`src/rtl/uart_rx_pkt_fifo.sv`:
```
`default_nettype none
// ============================================================================
//  Module   : uart_rx_pkt_fifo
//  Purpose  : Packet-aware byte FIFO placed behind an asynchronous UART
//             receiver. Received bytes are staged in a one-byte hold register
//             until it is known whether they end a packet (rx_eop arrives
//             after an idle gap). They are then pushed into a DEPTH x 9 FIFO
//             as {last, data} and presented on a first-word-fall-through
//             valid/ready stream.
//  Ports    :
//    clk           in   system clock
//    rst           in   asynchronous active-high reset
//    rx_ready      in   one-cycle strobe, rx_data valid
//    rx_data       in   [7:0] received byte
//    rx_eop        in   one-cycle end-of-packet strobe
//    out_valid     out  head entry valid (FIFO not empty)
//    out_data      out  [7:0] head byte
//    out_last      out  head byte is the last of its packet
//    out_ready     in   consumer accepts the head when out_valid
//    level         out  [AW:0] FIFO occupancy (hold register excluded)
//    hold_valid    out  a byte is held pending its last flag
//    overflow      out  sticky, a byte was dropped because the FIFO was full
//    overflow_clr  in   clears overflow (a same-cycle drop wins)
//    pkt_count     out  [15:0] completed packets accepted (wrapping)
//    drop_count    out  [7:0]  dropped bytes (saturating at 255)
//  Options  : define UART_RX_PKT_FIFO_STATS_EN to build the pkt_count and
//             drop_count counters; otherwise both ports are tied to zero.
//  Revision : 1.0  initial release
// ============================================================================
module uart_rx_pkt_fifo #(
   parameter int unsigned DEPTH = 16,
   localparam int unsigned AW   = $clog2(DEPTH)
) (
   input  logic          clk,
   input  logic          rst,
   input  logic          rx_ready,
   input  logic [7:0]    rx_data,
   input  logic          rx_eop,
   output logic          out_valid,
   output logic [7:0]    out_data,
   output logic          out_last,
   input  logic          out_ready,
   output logic [AW:0]   level,
   output logic          hold_valid,
   output logic          overflow,
   input  logic          overflow_clr,
   output logic [15:0]   pkt_count,
   output logic [7:0]    drop_count
);

   localparam logic [AW:0] C_FULL_LEVEL = (AW+1)'(DEPTH);

   // Storage: {last, data}; contents intentionally not reset
   logic [8:0]    mem_q [DEPTH];

   logic [AW-1:0] wr_ptr_q, wr_ptr_d;
   logic [AW-1:0] rd_ptr_q, rd_ptr_d;
   logic [AW:0]   level_q,  level_d;
   logic [7:0]    hold_data_q, hold_data_d;
   logic          hold_valid_q, hold_valid_d;
   logic          overflow_q, overflow_d;

   logic          w_eop_push;
   logic          w_byte_push;
   logic          w_push_req;
   logic          w_push_last;
   logic          w_full;
   logic          w_empty;
   logic          w_pop;
   logic          w_push_ok;
   logic          w_drop;

   // ------------------------------------------------------------------------
   // Push / pop decisions
   // ------------------------------------------------------------------------
   // An end-of-packet strobe takes precedence over a same-cycle byte strobe:
   // the held byte is closed out as "last" and the new byte then becomes the
   // next held byte. Only one push can therefore happen per cycle.
   assign w_eop_push  = rx_eop && hold_valid_q;
   assign w_byte_push = rx_ready && hold_valid_q && !rx_eop;
   assign w_push_req  = w_eop_push || w_byte_push;
   assign w_push_last = w_eop_push;

   assign w_full  = (level_q == C_FULL_LEVEL);
   assign w_empty = (level_q == '0);
   assign w_pop   = !w_empty && out_ready;

   // When full, a push only fits if the head leaves in the same cycle.
   assign w_push_ok = w_push_req && (!w_full || w_pop);
   assign w_drop    = w_push_req && w_full && !w_pop;

   // ------------------------------------------------------------------------
   // Next-state logic
   // ------------------------------------------------------------------------
   always_comb begin
      wr_ptr_d     = wr_ptr_q;
      rd_ptr_d     = rd_ptr_q;
      level_d      = level_q;
      hold_data_d  = hold_data_q;
      hold_valid_d = hold_valid_q;
      overflow_d   = overflow_q;

      if (w_push_ok) begin
         wr_ptr_d = wr_ptr_q + 1'b1;
      end
      if (w_pop) begin
         rd_ptr_d = rd_ptr_q + 1'b1;
      end

      case ({w_push_ok, w_pop})
         2'b10:   level_d = level_q + 1'b1;
         2'b01:   level_d = level_q - 1'b1;
         default: level_d = level_q;
      endcase

      // The hold register updates regardless of whether the push was dropped.
      if (rx_ready) begin
         hold_data_d  = rx_data;
         hold_valid_d = 1'b1;
      end else if (w_eop_push) begin
         hold_valid_d = 1'b0;
      end

      // Set has priority over clear so a drop in the clearing cycle is kept.
      if (w_drop) begin
         overflow_d = 1'b1;
      end else if (overflow_clr) begin
         overflow_d = 1'b0;
      end
   end

   // ------------------------------------------------------------------------
   // Registers
   // ------------------------------------------------------------------------
   always_ff @(posedge clk or posedge rst) begin
      if (rst) begin
         wr_ptr_q     <= '0;
         rd_ptr_q     <= '0;
         level_q      <= '0;
         hold_data_q  <= '0;
         hold_valid_q <= 1'b0;
         overflow_q   <= 1'b0;
      end else begin
         wr_ptr_q     <= wr_ptr_d;
         rd_ptr_q     <= rd_ptr_d;
         level_q      <= level_d;
         hold_data_q  <= hold_data_d;
         hold_valid_q <= hold_valid_d;
         overflow_q   <= overflow_d;
      end
   end

   always_ff @(posedge clk) begin
      if (w_push_ok) begin
         mem_q[wr_ptr_q] <= {w_push_last, hold_data_q};
      end
   end

   // ------------------------------------------------------------------------
   // Optional statistics counters
   // ------------------------------------------------------------------------
`ifdef UART_RX_PKT_FIFO_STATS_EN
   logic [15:0] pkt_count_q, pkt_count_d;
   logic [7:0]  drop_count_q, drop_count_d;

   always_comb begin
      pkt_count_d  = pkt_count_q;
      drop_count_d = drop_count_q;
      // Only packets whose final byte made it into the FIFO are counted.
      if (w_push_ok && w_push_last) begin
         pkt_count_d = pkt_count_q + 16'd1;
      end
      if (w_drop && (drop_count_q != 8'hFF)) begin
         drop_count_d = drop_count_q + 8'd1;
      end
   end

   always_ff @(posedge clk or posedge rst) begin
      if (rst) begin
         pkt_count_q  <= '0;
         drop_count_q <= '0;
      end else begin
         pkt_count_q  <= pkt_count_d;
         drop_count_q <= drop_count_d;
      end
   end

   assign pkt_count  = pkt_count_q;
   assign drop_count = drop_count_q;
`else
   assign pkt_count  = '0;
   assign drop_count = '0;
`endif

   // ------------------------------------------------------------------------
   // Outputs
   // ------------------------------------------------------------------------
   // First-word-fall-through: the head is read combinationally.
   assign out_valid  = !w_empty;
   assign out_data   = mem_q[rd_ptr_q][7:0];
   assign out_last   = mem_q[rd_ptr_q][8];
   assign level      = level_q;
   assign hold_valid = hold_valid_q;
   assign overflow   = overflow_q;

endmodule
`default_nettype wire

```
`config.mk`:
```
export PLATFORM = sky130hd
export DESIGN_NAME = uart_rx_pkt_fifo
export DESIGN_NICKNAME = d
export VERILOG_FILES = /design/src/rtl/uart_rx_pkt_fifo.sv
export SDC_FILE = /design/constraint.sdc
export NUM_CORES = 1
export LEC_CHECK = 0
export BUFFER_PORTS_ARGS = -buffer_cell sky130_fd_sc_hd__buf_2
export CAP_MARGIN = 25
export CORE_ASPECT_RATIO = 0.9
export CORE_UTILIZATION = 46
export CTS_CLUSTER_SIZE = 25
export DETAILED_ROUTE_END_ITERATION = 10
export HOLD_SLACK_MARGIN = 0.08
export PLACE_DENSITY = 0.73
export SYNTH_ARGS = -nofsm -noshare
export SYNTH_HDL_FRONTEND = slang
export SYNTH_SLANG_ARGS = --single-unit
```
`constraint.sdc`:
```
create_clock -name clk -period 4.55 [get_ports clk]
set_clock_uncertainty 0.2 [all_clocks]
set_input_delay 0.2275 -clock clk [delete_from_list [all_inputs] [get_ports clk]]
set_output_delay 0.2275 -clock clk [all_outputs]
set_load 0.02 [all_outputs]
```
==> results.md <==
- Clk pwr share: 30.8%
- H-tree depth: 4
- Synthesized area per cell: 20.0 um^2
- CTS tree: yes
- Post-synth top area share: 63.5%
- GRT Total Usage: 18.7%
- First-pass GRT wire length: 19,800 um
- Worst-Margin Slew: 989 ps
- Run status: finished, final reports clean
- Count of final hold-check violations: 0
- Root Driver: clkbuf_16
- Top post-synthesis cells by count: 144 x edfxtp_1, 45 x mux4_2, 25 x buf_4
- Layout cells sized above 1: 31.2%
- Largest net degree at the start of global routing: 40
- Hpwl dp: 7880 um
- GRT overflow: 0
- Sw Ratio: 29.1%
- Cell row count: 41
- Worst skew pair latency: 420 ps
- Post-synth top area cell: edfxtp_1
- Initial antenna violation count: 0
- Register area: 4900 um^2
- GR Util met1: 25.3%
- Netlist cell types: 38
- Final core occ: 56.4%
- Final slew viol count: 0
- Largest family of logic cells by synthesized area: multiplexers
- Post-route minimum period: 3240 ps
- Final setup vio count: 0
- Max-Cap Viols: 0
- Hold Path Class: input pin to async pin
- Final wirelength: 13,000 um
- Max clock buf depth: 2
- Sequential share of power: 42.1%
- Die H: 117 um
- Seq/Total Area, Yosys: 71.9%
- Post-DR vias/cell: 5.42
- Max FO, Critical Path: 18
- Synth warn: 0
- Setup crit start kind: flip-flop
- Synth Cell Area: 6810 um^2
- Num Clock Sinks: 167
- GR Util met2: 29.5%
- Wirelength per Cell: 21.1 um
- Multi-input gate area: 1720 um^2
- Fin crit share: 71.2%
- Routing usage on met3: 4.97%
- Filler cells: 1,068
- Crit Path Class: flip-flop to output port
- Synth Area in Compound Gates: 1.84%
- Async SR Flop Fraction: 13.8%
- Mapped Cells: 341
- Max VDD drop: 369 uV
- DRT iter0 DRCs: 329
- CTS buffer count: 17
- DRT Pass-1 Iters: 4
- Max Clk Rate: 309 MHz
- RSZ-0062 raised after global routing: no
- Crit path DAT: 2810 ps
- Die width: 130 um
- CTS clk-pin slew, worst paths: 60 ps
- Xor and xnor area share after synthesis: 1.41%
- Logic pwr share: 27.0%
- Main synth FF type: edfxtp_1
- Post-DRT Antenna Nets: 0
- Number of flops mapped to enable cells by yosys: 144
- Total core area: 14,200 um^2
- Gpl congestion: 0.822
- Non-filler cells, final: 616
- Via Count: 3,341
- Worst setup EP type: output port
- Internal: 3600 uW
- Multiplexer area fraction after synthesis: 16.6%
- DRC viols: 0
- Antenna diode count: 0
- Die Area: 15,300 um^2
- Cell count after placement: 558
- Vias in the first global route: 3,307
- Yosys reg bits: 167
- Setup TNS: 0 ps
- Pwr dens: 633 nW/um^2
- P_sw: 1480 uW
- Static leakage power: 0.00281 uW
- Postcts setup bufs: 0
- Synth top area cells: edfxtp_1 63%, mux4_2 15%, dfrtp_1 8.5%, buf_4 2.8%, mux2_2 1.3%
- CP required: 4120 ps
- Simple-gate portion of the synthesized area: 2.79%
- Starting Density: 47.9%
- Worst rel slew slack: 33.8%
- Count leader, synth: edfxtp_1
- Synth Area in Adders: 1.29%
- # resized after CTS: 0
- Post-layout net count: 432
- IO Count: 55
- GR peak layer: met2
- PortBufs: 30
- Area growth from synthesis to layout: 17.6%
[layout make-up]
cell class | count | area share, %
well taps | 193 | 3.01
multi-input cells | 152 | 21.5
flip-flops and latches | 167 | 61.2
clock inverters | 11 | 2.55
clock buffers | 20 | 5.45
inverters | 7 | 0.328
repair buffers | 66 | 5.98
[placed cells by master (no fill, tap or decap), types with 2 or more instances in the layout]
master,instances
a21oi_1,3
buf_2,30
buf_4,13
bufinv_16,6
clkbuf_1,3
clkbuf_16,17
clkinv_2,4
conb_1,24
dfrtp_1,22
dlygate4sd3_1,22
edfxtp_1,144
ha_1,7
inv_1,7
mux2_2,8
mux2_4,2
mux4_2,45
nand2_1,12
nand2b_1,2
nand4_1,2
nor2_1,14
nor3_1,4
o21ai_1,2
xnor2_1,8
xor2_1,3
[state kept, by name, summed over array words and instances (netlist names)]
signal / flops
mem_q: 144
hold_data_q: 8
level: 5
rd_ptr_q: 4
wr_ptr_q: 4
hold_valid: 1
overflow: 1
[worst paths after layout]
| kind | endpoint | slack [ps] | cells past startpoint | from |
|---|---|---|---|---|
| setup reg to reg | level[4]$_DFFE_PP0P_ | 1770 | 10 | level[1]$_DFFE_PP0P_ |
| min in group clk | wr_ptr_q[3]$_DFFE_PP0P_ | 410 | 2 | wr_ptr_q[0]$_DFFE_PP0P_ |
| hold reg to reg | wr_ptr_q[3]$_DFFE_PP0P_ | 410 | 2 | wr_ptr_q[0]$_DFFE_PP0P_ |
| max in group asynchronous | rd_ptr_q[0]$_DFFE_PP0P_ | 3200 | 3 | rst |
| setup / recovery | out_last | 1310 | 4 | rd_ptr_q[0]$_DFFE_PP0P_ |
| hold / removal | level[2]$_DFFE_PP0P_ | 340 | 3 | rst |
[what timing repair did]
action,4_1_cts,5_1_grt
setup endpoints to repair,0,0
hold buffers,22,0
hold endpoints to repair,34,0
[power groups by stage]
stage	clock [uW]	combinational (uW)	sequential (uW)
after floorplan	0	1100	2040
after global placement	0	1330	2150
after detailed placement	0	1350	2170
after CTS	1590	1380	2140
after global routing	1650	1470	2170
final	1560	1370	2140
[critical path, cell delays in order (launching register included)]
cell and delay, ps:
dfrtp_2 740, buf_4 410, mux4_2 570, mux4_2 480
buf_2 180
[through the flow]
step / power [uW] / setup slack [ps] / hold WS, ps / instance area (um^2)
final: 5080 / 1310 / 338 / 8010
after global routing: 5290 / 1120 / 432 / 8010
after CTS: 5100 / 1200 / 362 / 7970
after detailed placement: 3520 / 1640 / 233 / 7110
after global placement: 3480 / 1720 / 244 / 7110
after floorplan: 3140 / 1830 / 29.4 / 6900
[cells by family (layout without fill, tap and decap cells)]
| group | count (synthesis) | count (layout) |
|---|---|---|
| flip-flops | 167 | 167 |
| multiplexers | 55 | 55 |
| buffers and inverters | 45 | 104 |
| AND/OR/NAND/NOR | 39 | 39 |
| AO/OA/AOI/OAI | 16 | 16 |
| XOR/XNOR | 11 | 11 |
| adder cells (fa/ha/maj) | 7 | 7 |
| other | 1 | 24 |
[routing by layer]
layer	up-vias	part of all wire, %
met1	1749	42
met5	-	0
li1	1445	-
met2	134	50
met3	13	6.5
met4	0	1.3
No activity file was read; power rests on OpenSTA's default activity.
